[src/rtl/axi_slave_wr_ctrl.sv]
// AXI write-channel slave controller: accepts one burst at a time, generates
// per-beat memory write strobes/addresses and returns a single B response.
module axi_slave_wr_ctrl #(
    parameter int unsigned ID_WIDTH   = 4,
    parameter int unsigned ADDR_WIDTH = 32,
    parameter int unsigned DATA_WIDTH = 32
) (
    input  logic                    aclk,
    input  logic                    areset_n,
    input  logic [ID_WIDTH-1:0]     awid,
    input  logic [ADDR_WIDTH-1:0]   awaddr,
    input  logic [7:0]              awlen,
    input  logic [2:0]              awsize,
    input  logic [1:0]              awburst,
    input  logic                    awvalid,
    output logic                    awready,
    input  logic [DATA_WIDTH-1:0]   wdata,
    input  logic [DATA_WIDTH/8-1:0] wstrb,
    input  logic                    wlast,
    input  logic                    wvalid,
    output logic                    wready,
    output logic [ID_WIDTH-1:0]     bid,
    output logic [1:0]              bresp,
    output logic                    bvalid,
    input  logic                    bready,
    output logic                    mem_we,
    output logic [ADDR_WIDTH-1:0]   mem_addr,
    output logic [DATA_WIDTH-1:0]   mem_wdata,
    output logic [DATA_WIDTH/8-1:0] mem_wstrb
);

    localparam int unsigned           STRB_WIDTH = DATA_WIDTH / 8;
    localparam logic [2:0]            MAX_SIZE   = 3'($clog2(STRB_WIDTH));
    localparam logic [ADDR_WIDTH-1:0] ONE        = ADDR_WIDTH'(1);

    typedef enum logic [1:0] {IDLE, DATA, RESP} state_t;

    state_t                state, state_nx;
    logic [ID_WIDTH-1:0]   id_q;
    logic [ADDR_WIDTH-1:0] addr_q;
    logic [7:0]            len_q;
    logic [2:0]            size_q;
    logic [1:0]            burst_q;
    logic [7:0]            cnt_q;
    logic                  err_q;

    logic                  aw_hs, w_hs, b_hs, last_beat;
    logic                  aw_err, beat_err, err_d, we_d;
    logic                  awready_d, wready_d, bvalid_d;
    logic [ADDR_WIDTH-1:0] aw_base, inc, cmask, next_addr;

    assign aw_hs     = awvalid && awready;
    assign w_hs      = wvalid && wready;
    assign b_hs      = bvalid && bready;
    assign last_beat = (cnt_q == len_q);

    always_ff @(posedge aclk or negedge areset_n) begin
        if (!areset_n) state <= IDLE;
        else           state <= state_nx;
    end

    always_comb begin
        state_nx = state;
        case (state)
            IDLE:    if (aw_hs) state_nx = DATA;
            DATA:    if (w_hs && last_beat) state_nx = RESP;
            RESP:    if (b_hs) state_nx = IDLE;
            default: state_nx = IDLE;
        endcase
    end

    always_comb begin
        awready_d = (state_nx == IDLE);
        wready_d  = (state_nx == DATA);
        bvalid_d  = (state_nx == RESP);

        aw_base = awaddr & ~((ONE << awsize) - ONE);
        aw_err  = (awburst == 2'b11) || (awsize > MAX_SIZE) ||
                  ((awburst == 2'b10) &&
                   !((awlen == 8'd1) || (awlen == 8'd3) || (awlen == 8'd7) || (awlen == 8'd15)));

        beat_err = 1'b0;
        err_d    = err_q;
        we_d     = 1'b0;
        if (w_hs) begin
            beat_err = last_beat ? !wlast : wlast;
            err_d    = err_q || beat_err;
            we_d     = !err_q && !beat_err;
        end

        // WRAP container mask is only meaningful for legal lengths; illegal ones never write
        inc   = ONE << size_q;
        cmask = ((ADDR_WIDTH'(len_q) + ONE) << size_q) - ONE;
        case (burst_q)
            2'b01:   next_addr = addr_q + inc;
            2'b10:   next_addr = (addr_q & ~cmask) | ((addr_q + inc) & cmask);
            default: next_addr = addr_q;
        endcase
    end

    always_ff @(posedge aclk or negedge areset_n) begin
        if (!areset_n) begin
            awready   <= 1'b0;
            wready    <= 1'b0;
            bvalid    <= 1'b0;
            bid       <= '0;
            bresp     <= '0;
            mem_we    <= 1'b0;
            mem_addr  <= '0;
            mem_wdata <= '0;
            mem_wstrb <= '0;
            id_q      <= '0;
            addr_q    <= '0;
            len_q     <= '0;
            size_q    <= '0;
            burst_q   <= '0;
            cnt_q     <= '0;
            err_q     <= 1'b0;
        end else begin
            awready <= awready_d;
            wready  <= wready_d;
            bvalid  <= bvalid_d;
            mem_we  <= we_d;
            if (aw_hs) begin
                id_q    <= awid;
                addr_q  <= aw_base;
                len_q   <= awlen;
                size_q  <= awsize;
                burst_q <= awburst;
                cnt_q   <= '0;
                err_q   <= aw_err;
            end
            if (w_hs) begin
                cnt_q  <= cnt_q + 8'd1;
                addr_q <= next_addr;
                err_q  <= err_d;
            end
            if (we_d) begin
                mem_addr  <= addr_q;
                mem_wdata <= wdata;
                mem_wstrb <= wstrb;
            end
            if (w_hs && last_beat) begin
                bid   <= id_q;
                bresp <= err_d ? 2'b10 : 2'b00;
            end
        end
    end

endmodule
[config.mk]
export PLATFORM = sky130hd
export DESIGN_NAME = axi_slave_wr_ctrl
export DESIGN_NICKNAME = d
export VERILOG_FILES = /design/src/rtl/axi_slave_wr_ctrl.sv
export SDC_FILE = /design/constraint.sdc
export NUM_CORES = 1
export LEC_CHECK = 0
export BUFFER_PORTS_ARGS = -buffer_cell sky130_fd_sc_hd__buf_2
export CORE_UTILIZATION = 50
export CTS_CLUSTER_SIZE = 40
export DETAILED_ROUTE_END_ITERATION = 10
export MAX_ROUTING_LAYER = met4
export PLACE_DENSITY = 0.81
export SETUP_SLACK_MARGIN = 0.1
export SLEW_MARGIN = 15
export SYNTH_ARGS = -nofsm -noshare
export SYNTH_HDL_FRONTEND = slang
export SYNTH_SLANG_ARGS = --single-unit
[constraint.sdc]
create_clock -name aclk -period 3.35 [get_ports aclk]
set_input_delay 0.335 -clock aclk [delete_from_list [all_inputs] [get_ports aclk]]
set_output_delay 0.335 -clock aclk [all_outputs]
set_load 0.02 [all_outputs]
==> results, run 1 <==
- The number of hold-slack violations in the final timing report is 0.
- Cells with a size suffix above 1 make up between 30% and 40% of the layout.
- Headroom to the max-slew limit came out at 32.4%.
- The endpoint required time on the critical path is 3700 ps.
- The count of antenna diodes in the layout is 0.
- Dividing the detail-routed via count by the number of cells gives around 6.0.
- The time the final worst path needs with I/O delays and setup is 3170 ps.
- In this run the worst hold path is classified as input port to flip-flop.
- On the final layout, the worst clock skew is ~9 ps.
- In the final timing run, aggregate negative setup slack is 0 ps.
- The initial utilization of the core area, before any placement, comes to about half.
- The kind of start point of the critical path is a flip-flop.
- The first TritonRoute pass finished after 7 iterations.
- The library cell with the largest summed area after synthesis is dfrtp_1.
- After detailed routing, the average wire length per cell comes to 18.4 µm.
- Compared with the post-synthesis result, the final layout area differs by 24.8%.
- The worst stage delay on the critical path is 390 ps.
- The top metal layer carrying routed signals is met4.
- Of all nets on the critical path, the largest fanout is 17.
- Global routing used approximately 29% of the available tracks.
- Summed over its instances, the top area cell type makes up 43.1% of the synthesized netlist area.
- The count of final max-slew check failures is 0.
- The minimum setup slack in the final design is around 180 ps.
- Max-cap violations in this run came to 0.
- The floorplan step set the die height to 128 µm.
- The net count after synthesis is 917.
- The proportion of synthesized chip area in sequential cells is 43.1%.
- The number of antenna violations at the first check in global routing was 0.
- The congestion estimate from routability-driven global placement came to 0.971.
- Global routing finished with a remaining overflow of 0.
- The floorplan step defined a die boundary enclosing 16400 µm².
- The share of total power dissipated in sequential elements is 28.7%.
- The CTS buffer count is 17.
- The synthesized instance count is 811.
- The largest individual stage delay along the critical path comes from the cell nor4_2.
- The area of the mapped netlist is a little under 8000 µm².
- The worst slack on hold paths is a little over 100 ps.
- The sum of met2 wire segment lengths after detailed routing is approximately 11000 µm.
- The TritonCTS clock tree is built.
- The net switching power figure is approximately 4.8 mW.
- At the later pin of the worst-skew pair, clock insertion delay measures 430 ps.
- At the pin with the least slew margin, the transition time is 1010 ps.
- The critical path arrival is 3520 ps.
- Cell internal power was estimated by the tool at 5.84 mW.
- The leakage power is 4.41 nW.
- The final core area utilization is 64.6%.
- The count of boundary I/O pins is approximately 170.
- The residual DRC count is 0.
- The run finished with clean final reports.
- Detailed placement finished with a half-perimeter wire length of 16500 µm.
- Traced cell by cell, the critical path runs through buf_4 > a31o_1 > a22oi_2 > o32ai_1 > nor4_2 > a21boi_4 > nand3b_1 > or2_1 > nor2_1 > ha_1 > a21oi_1 > a22oi_1 > a31oi_1.
- The core region is 15400 µm².
- Derived from the worst setup path, the maximum achievable clock frequency is 315 MHz.
- Clock-pin slew was measured on the worst setup and hold paths at 70 ps.
- STA classifies the critical path endpoint as a flip-flop.
- The per-instance average area after synthesis is 9.81 µm².
- In the post-synthesis netlist, the cell with the most instances is dfrtp_1.
- The clock network accounts for 17.0% of the total power.
- The residual antenna-violating net count after detailed routing is 0.
- The total met3 wirelength after detailed routing is 1750 µm.
- The Yosys warning count is 0.
- The global-route wire length before repair is 35600 µm.
- Counting flops with a built-in enable in the synthesized netlist gives 0.
- The clock passes through at most 2 buffers.
- The maximum number of pins on one net before global-route repair is 86.
- The combinational group share of total power is ~54%.
- The number of distinct standard cells referenced by the synthesized netlist is 82.
- The wire length on met1 is 9290 µm.
- By count the netlist is led by dfrtp_1 (137), mux2_2 (90), nor2_1 (60).
- The worst voltage drop across the vdd grid is 0.000586 V.
- The initialized floorplan defines 45 standard-cell rows.
- The H-tree depth is 4.
- The floorplan step set the die width to between 100 and 150 µm.
- The dominant synthesized flop cell is dfrtp_1.
- The critical path is of the flip-flop to flip-flop type.
- The final layout net count is ~1100.
- The clock sink total is 137.
- Setup violations remaining at the end of the flow were counted as 0.
- Power spread over the standard cell area amounts to ~1100 nW/µm².
- The portion of the clock cycle consumed by the worst path in the final layout is a little over nine tenths.
- The number of inserted filler cells in the final layout is 1241.
- Setup repair after global routing could not meet its margin everywhere.
- The vias after detailed routing is 7280.
- The switching power as a share of total power is 45.2%.
- The flop and latch count out of synthesis is 137.
- In the post-synthesis netlist, the biggest area contributors are dfrtp_1 (43%), mux2_2 (13%), o21ai_0 (3.1%).
- The violation count after the first detailed-routing iteration is about 660.
- The via count of the first global-routing pass is around 7000.
- Counting flops with an async set or reset pin after synthesis yields a share of 100%.
- The count of buffers from port buffering is 167.
- The library cell used as clock root buffer is clkbuf_16.
- The routed design has 22500 µm of wire.
- The pre-CTS setup slack is 65.0 ps.
==> cell families (layout without fill, tap and decap cells) <==
family,after synthesis,count (layout),share of synthesized area [%]
multiplexers,92,92,13.0
adder cells (fa/ha/maj),15,15,2.45
other,1,1,0.0471
AO/OA/AOI/OAI,214,214,18.0
buffers and inverters,75,272,3.96
flip-flops,137,137,43.1
AND/OR/NAND/NOR,248,248,16.3
XOR/XNOR,29,29,3.19
==> power groups by stage <==
stage	clock network, mW	registers, mW	logic (mW)
4_1_cts	1.85	3.04	5.51
3_3_place_gp	0	3.00	5.40
2_1_floorplan	0	3.39	3.39
3_5_place_dp	0	3.06	5.47
5_1_grt	1.90	3.16	6.27
6_report	1.81	3.05	5.79
==> timing repair <==
action / in CTS / in global routing
hold buffers: 1 / 0
gates resized for setup: 2 / 26
endpoints found under the hold margin: 19 / 0
setup buffers: 1 / 6
pin swaps: 1 / 6
setup endpoints to repair: 11 / 22
==> path summary, 6_finish.rpt <==
kind / from / to / slack, ps / cells past startpoint
max in group asynchronous: areset_n / mem_addr[28]$_DFFE_PN0P_ / 2090 / 3
hold reg to reg: state[1]$_DFF_PN0_ / wready$_DFF_PN0_ / 480 / 1
setup reg to reg: len_q[0]$_DFFE_PN0P_ / flip-flop / 180 / 13
hold / removal: wlast / bresp[1]$_DFFE_PN0P_ / 100 / 2
min in group asynchronous: areset_n / bid[0]$_DFFE_PN0P_ / 530 / 2
setup / recovery: len_q[0]$_DFFE_PN0P_ / flip-flop / 180 / 13
==> per-stage QoR <==
| stage | instances | area, µm² | power [mW] |
|---|---|---|---|
| 2_1_floorplan | 811 | 7970 | 6.77 |
| 5_1_grt | 1219 | 9930 | 11.3 |
| 3_5_place_dp | 1179 | 9180 | 8.53 |
| 6_report | 1219 | 9930 | 10.7 |
| 4_1_cts | 1213 | 9790 | 10.4 |
| 3_3_place_gp | 1179 | 9180 | 8.41 |
==> metal layers <==
metal / up-vias / global-route usage [%]
met2: 355 / 45.8
met1: 3517 / 36.4
li1: 3358 / -
met3: 50 / 6.47
met4: 0 / 10.6
met5: - / -
==> layout by cell type, fill, tap and decap left out, drive strengths merged, types with 5 or more instances in the layout <==
master    n
nand2    51
o21ai    58
xnor2    22
a21oi    46
mux2     90
a31oi    19
nor2b     8
o22ai    12
ha       14
inv      37
and3     10
o211ai    7
or3       5
nor3     21
buf     210
nand4    13
xor2      7
clkbuf   17
nand3    34
and2      8
nor2     60
a21o      5
nand2b   12
nor4      8
a22oi    12
a211oi    6
clkinv    6
dfrtp   137
==> final cells by class <==
class | instances | area (µm²) | area share, %
clock buffers | 17 | 425 | 4.28
clock inverters | 15 | 156 | 1.57
inverters | 29 | 109 | 1.10
multi-input cells | 599 | 4330 | 43.6
flip-flops and latches | 137 | 3430 | 34.6
well taps | 211 | 264 | 2.66
repair buffers | 211 | 1210 | 12.2
==> critical path: cells and delay by family, from the launching register on <==
kind / cells / cell delay, ps
compound gates: 7 / 1360
fa+ha+maj: 1 / 250
buf+inv: 1 / 200
flops: 1 / 380
simple gates: 4 / 900
(Power assumes the default switching activity.)
==> run 2, diff against run 1 <==
--- a/config.mk
+++ b/config.mk
@@ -5,6 +5,7 @@
 export SDC_FILE = /design/constraint.sdc
 export NUM_CORES = 1
 export LEC_CHECK = 0
+export ABC_AREA = 1
 export BUFFER_PORTS_ARGS = -buffer_cell sky130_fd_sc_hd__buf_2
 export CORE_UTILIZATION = 50
 export CTS_CLUSTER_SIZE = 40
==> results, run 2 <==
- The share of post-route cells with drive strength above 1 is 21.3% (was 37.6%).
- The area of all sequential standard cells is 3430 µm² (about the same).
- The count of flip-flops with a built-in enable after synthesis is 0 (unchanged).
- The violation count after the first detailed-routing iteration is 562 (was 659).
- The vertical extent of the die is 129 µm (was 128 µm).
- The initial cell density of the core is 51.1% (was 51.8%).
- The dominant synthesized flop cell is dfrtp_1 (unchanged).
- The leading cell type in the layout, fill and taps excluded is nand2_1 (was buf_2).
- The leakage power is 5.33 nW (was 4.41 nW).
- The number of antenna violations at the first check in global routing was 0 (unchanged).
- The category of cells accounting for the largest share of critical-path delay was simple AND/OR/NAND/NOR gates (was compound AO/OA/AOI/OAI gates).
- Leading post-synthesis cells by instance count: nand2_1 (446), dfrtp_1 (137), nand3_1 (90) (was dfrtp_1 (137), mux2_2 (90), nor2_1 (60)).
- The total length of routed wires was 21100 µm (was 22500 µm).
- The area fraction of the dominant cell type after synthesis is 42.2% (was 43.1%).
- The clock tree buffer depth is 2 (unchanged).
- The library cell with the largest summed area after synthesis is dfrtp_1 (unchanged).
- The launch point of the critical path is size_q[1]$_DFFE_PN0P_ (was len_q[0]$_DFFE_PN0P_).
- The number of iterations in the first detailed-routing pass is 5 (was 7).
- The time the final worst path needs with I/O delays and setup is 3010 ps (was 3170 ps).
- The worst hold path startpoint is awid[1] (was wlast).
- The global-route wire length before repair was 34700 µm (was 35600 µm).
- The residual antenna-violating net count after detailed routing was 0 (unchanged).
- The register clock-pin slew on the reported worst setup and hold paths is 60 ps (was 70 ps).
- The number of core rows is 46 (was 45).
- The half-perimeter wire length after detailed placement is 15700 µm (was 16500 µm).
- The area occupied by multi-input gates is 4140 µm² (was 4330 µm²).
- The total power divided by cell area is 963 nW/µm² (was 1070 nW/µm²).
- The number of hold-slack violations in the final timing report was 0 (unchanged).
- Top post-synthesis cells by area: dfrtp_1 (42%), nand2_1 (21%), nand3_1 (5.5%) (was dfrtp_1 (43%), mux2_2 (13%), o21ai_0 (3.1%)).
- The die extent in x is 129 µm (was 128 µm).
- The library cell used as clock root buffer is clkbuf_16 (unchanged).
- The count of buffers from port buffering is 167 (unchanged).
- The relative max-transition margin is 48.4% (was 32.4%).
- The worst stage delay on the critical path is 460 ps (was 390 ps).
- The total negative slack for setup checks is 0 ps (unchanged).
- The count of boundary I/O pins came to 169 (unchanged).
- The net count after synthesis is 1219 (was 917).
- The fraction of synthesis flops using an asynchronous set or reset pin came to 100% (unchanged).
- The worst clock skew on the final layout was 23.2 ps (was 8.91 ps).
- The final instance area was 9750 µm² (was 9930 µm²).
- The largest fanout on the critical path is 8 (was 17).
- Commonest cells after routing, fill and taps aside: nand2_1 (445), buf_2 (166), dfrtp_1 (135) (was buf_2 (166), dfrtp_1 (133), mux2_2 (90)).
- The path type of the worst min-delay path was input port to flip-flop (unchanged).
- The launch instance of the worst register-to-register path is size_q[1]$_DFFE_PN0P_ (was len_q[0]$_DFFE_PN0P_).
- The H-tree depth is 4 (unchanged).
- The worst voltage drop across the vdd grid was 0.000429 V (was 0.000586 V).
- The reported max-cap violation count is 0 (unchanged).
- The sum of overflow across all layers after global routing is 0 (unchanged).
- The wire length per cell after detailed routing came to 14.0 µm (was 18.4 µm).
- Cells along the critical path: nor2_2 > inv_1 > nor2_1 > inv_1 > fa_1 > inv_1 > nand3_1 > nand2_1 > nand3_1 > nand2_2 > nand2_1 > nor2_2 > inv_1 > nor2_1 > nand4_1 > a21oi_1 > o21ai_0 > o211ai_1 > nand2_1 (was buf_4 > a31o_1 > a22oi_2 > o32ai_1 > nor4_2 > a21boi_4 > nand3b_1 > or2_1 > nor2_1 > ha_1 > a21oi_1 > a22oi_1 > a31oi_1).
- The Yosys warning count is 0 (unchanged).
- The endpoint required time on the critical path is 3650 ps (was 3700 ps).
- The detail-routed via count per cell was 5.17 (was 5.97).
- The TritonCTS clock tree was built (unchanged).
- The standard cell with the maximum stage delay on the critical path is dfrtp_2 (was nor4_2).
- The most repeated cell in the gate-level netlist after synthesis is nand2_1 (was dfrtp_1).
- The portion of the clock cycle consumed by the worst path in the final layout came to 89.8% (was 94.7%).
- The number of inserted filler cells in the final layout is 1438 (was 1241).
- The vias after detailed routing is 7790 (was 7280).
- The slew of the pin with the lowest slew margin is 773 ps (was 1010 ps).
- The via count of the first global-routing pass is 7199 (was 7022).
- The die area is 16800 µm² (was 16400 µm²).
- The total setup violations reported at the end of the flow is 0 (unchanged).
- The flop and latch count out of synthesis is 137 (unchanged).
- The placeable core area was 15900 µm² (was 15400 µm²).
- Outcome: finished clean (unchanged).
- The proportion of synthesized chip area in sequential cells is 42.2% (was 43.1%).
- Setup repair after global routing missed its margin: yes (unchanged).
- The number of distinct standard cells referenced by the synthesized netlist is 50 (was 82).
- The count of buffering cells on the critical path with inverters included is 4 (was 1).
- The kind of start point of the critical path is a flip-flop (unchanged).
- The global router's overall resource usage is 27.2% (was 28.9%).
- The CTS buffer count is 17 (unchanged).
- The final layout net count is 1383 (was 1101).
- The global placement routability congestion is 0.949 (was 0.971).
- The cell area after placement was 9140 µm² (was 9180 µm²).
- The kind of end point of the critical path is a flip-flop (unchanged).
- The critical path arrival is 3310 ps (was 3520 ps).
- The synthesized instance count is 1113 (was 811).
- The per-instance average area after synthesis is 7.30 µm² (was 9.81 µm²).
- The count of final max-slew check failures is 0 (unchanged).
- The cell repeated most along the worst path is inv_1.
- The area overhead of the layout relative to synthesis was 20.1% (was 24.8%).
- The maximum number of pins on one net before global-route repair is 79 (was 86).
- The residual DRC count is 0 (unchanged).
- The critical path class was flip-flop to flip-flop (unchanged).
- The area of the mapped netlist was 8120 µm² (was 7960 µm²).
- The clock network latency to the later pin of the worst-skew pair is 430 ps (about the same).
- The worst slack on hold paths came to 94.6 ps (was 101 ps).
- The clock sink total is 137 (unchanged).
- The fmax was 332 MHz (was 315 MHz).
## run 2: cell count changes after synthesis, sizes merged, moves of 13 or more
cell	delta
xor2	+14
inv	+61
buf	+13
clkbuf	-19
nand3	+66
mux2	-86
nor2	+16
a21oi	-20
nand2	+412
## run 2: routing by layer
| metal | global-route usage, % | up-vias | share of wire (%) |
|---|---|---|---|
| met2 | 43.1 | 292 | 46 |
| met3 | 4.83 | 31 | 6.8 |
| li1 | - | 3906 | - |
| met4 | 9.17 | 0 | 1.6 |
| met5 | - | - | 0 |
| met1 | 35.1 | 3561 | 46 |
## run 2: layout make-up
class / count / share of cell area [%]
Multi-Input combinational cell: 845 / 42.5
Sequential cell: 137 / 35.2
Timing Repair Buffer: 185 / 10.2
Clock buffer: 17 / 4.36
Inverter: 91 / 3.50
Tap cell: 216 / 2.77
Clock inverter: 14 / 1.53
Antenna cell: 1 / 0.0257
## run 2: per-stage QoR
step / instances / setup slack, ps / utilization, % / power, mW
floorplan: 1113 / 374 / - / 6.20
global placement: 1472 / 399 / 57.5 / 7.40
detailed placement: 1472 / 242 / 57.5 / 7.51
CTS: 1504 / 178 / 61.2 / 9.38
global route: 1505 / 78.9 / 61.4 / 10.2
finish: 1506 / 341 / 61.4 / 9.39
## run 2: path summary, 6_finish.rpt
path | end | slack (ps) | cells past startpoint
max | flip-flop | 340 | 19
min | id_q[1]$_DFFE_PN0P_ | 90 | 3
max reg2reg | flip-flop | 340 | 19
min reg2reg | mem_wdata[26]$_DFFE_PN0P_ | 460 | 2
max in group asynchronous | len_q[0]$_DFFE_PN0P_ | 2060 | 3
min in group asynchronous | mem_wstrb[0]$_DFFE_PN0P_ | 490 | 2
## run 2: what timing repair did
action / CTS / global route
hold endpoints to repair: 72 / 0
hold buffers: 1 / 0
setup buffers: 0 / 1
resized for setup: 0 / 7
setup endpoints to repair: 0 / 6
## run 2: kinds of logic (layout without fill, tap and decap cells)
logic type,Yosys count,in the layout,synth area share (%)
fa+ha+maj,15,15,2.40
buf+inv,131,307,6.99
mux,6,6,0.801
simple gates,669,669,35.4
other cells,1,2,0.0462
xor+xnor,31,31,3.34
compound gates,123,123,8.83
flops,137,137,42.2
## run 2: power by group
group | switching [mW] | internal, mW
Combinational | 3.01 | 1.55
Clock | 0.741 | 1.10
Sequential | 0.632 | 2.37
Total | 4.38 | 5.01
## run 2: worst min-delay path: stages
cell,delay (ps)
buf_2,70
nand2_1,40
nand2_1,40
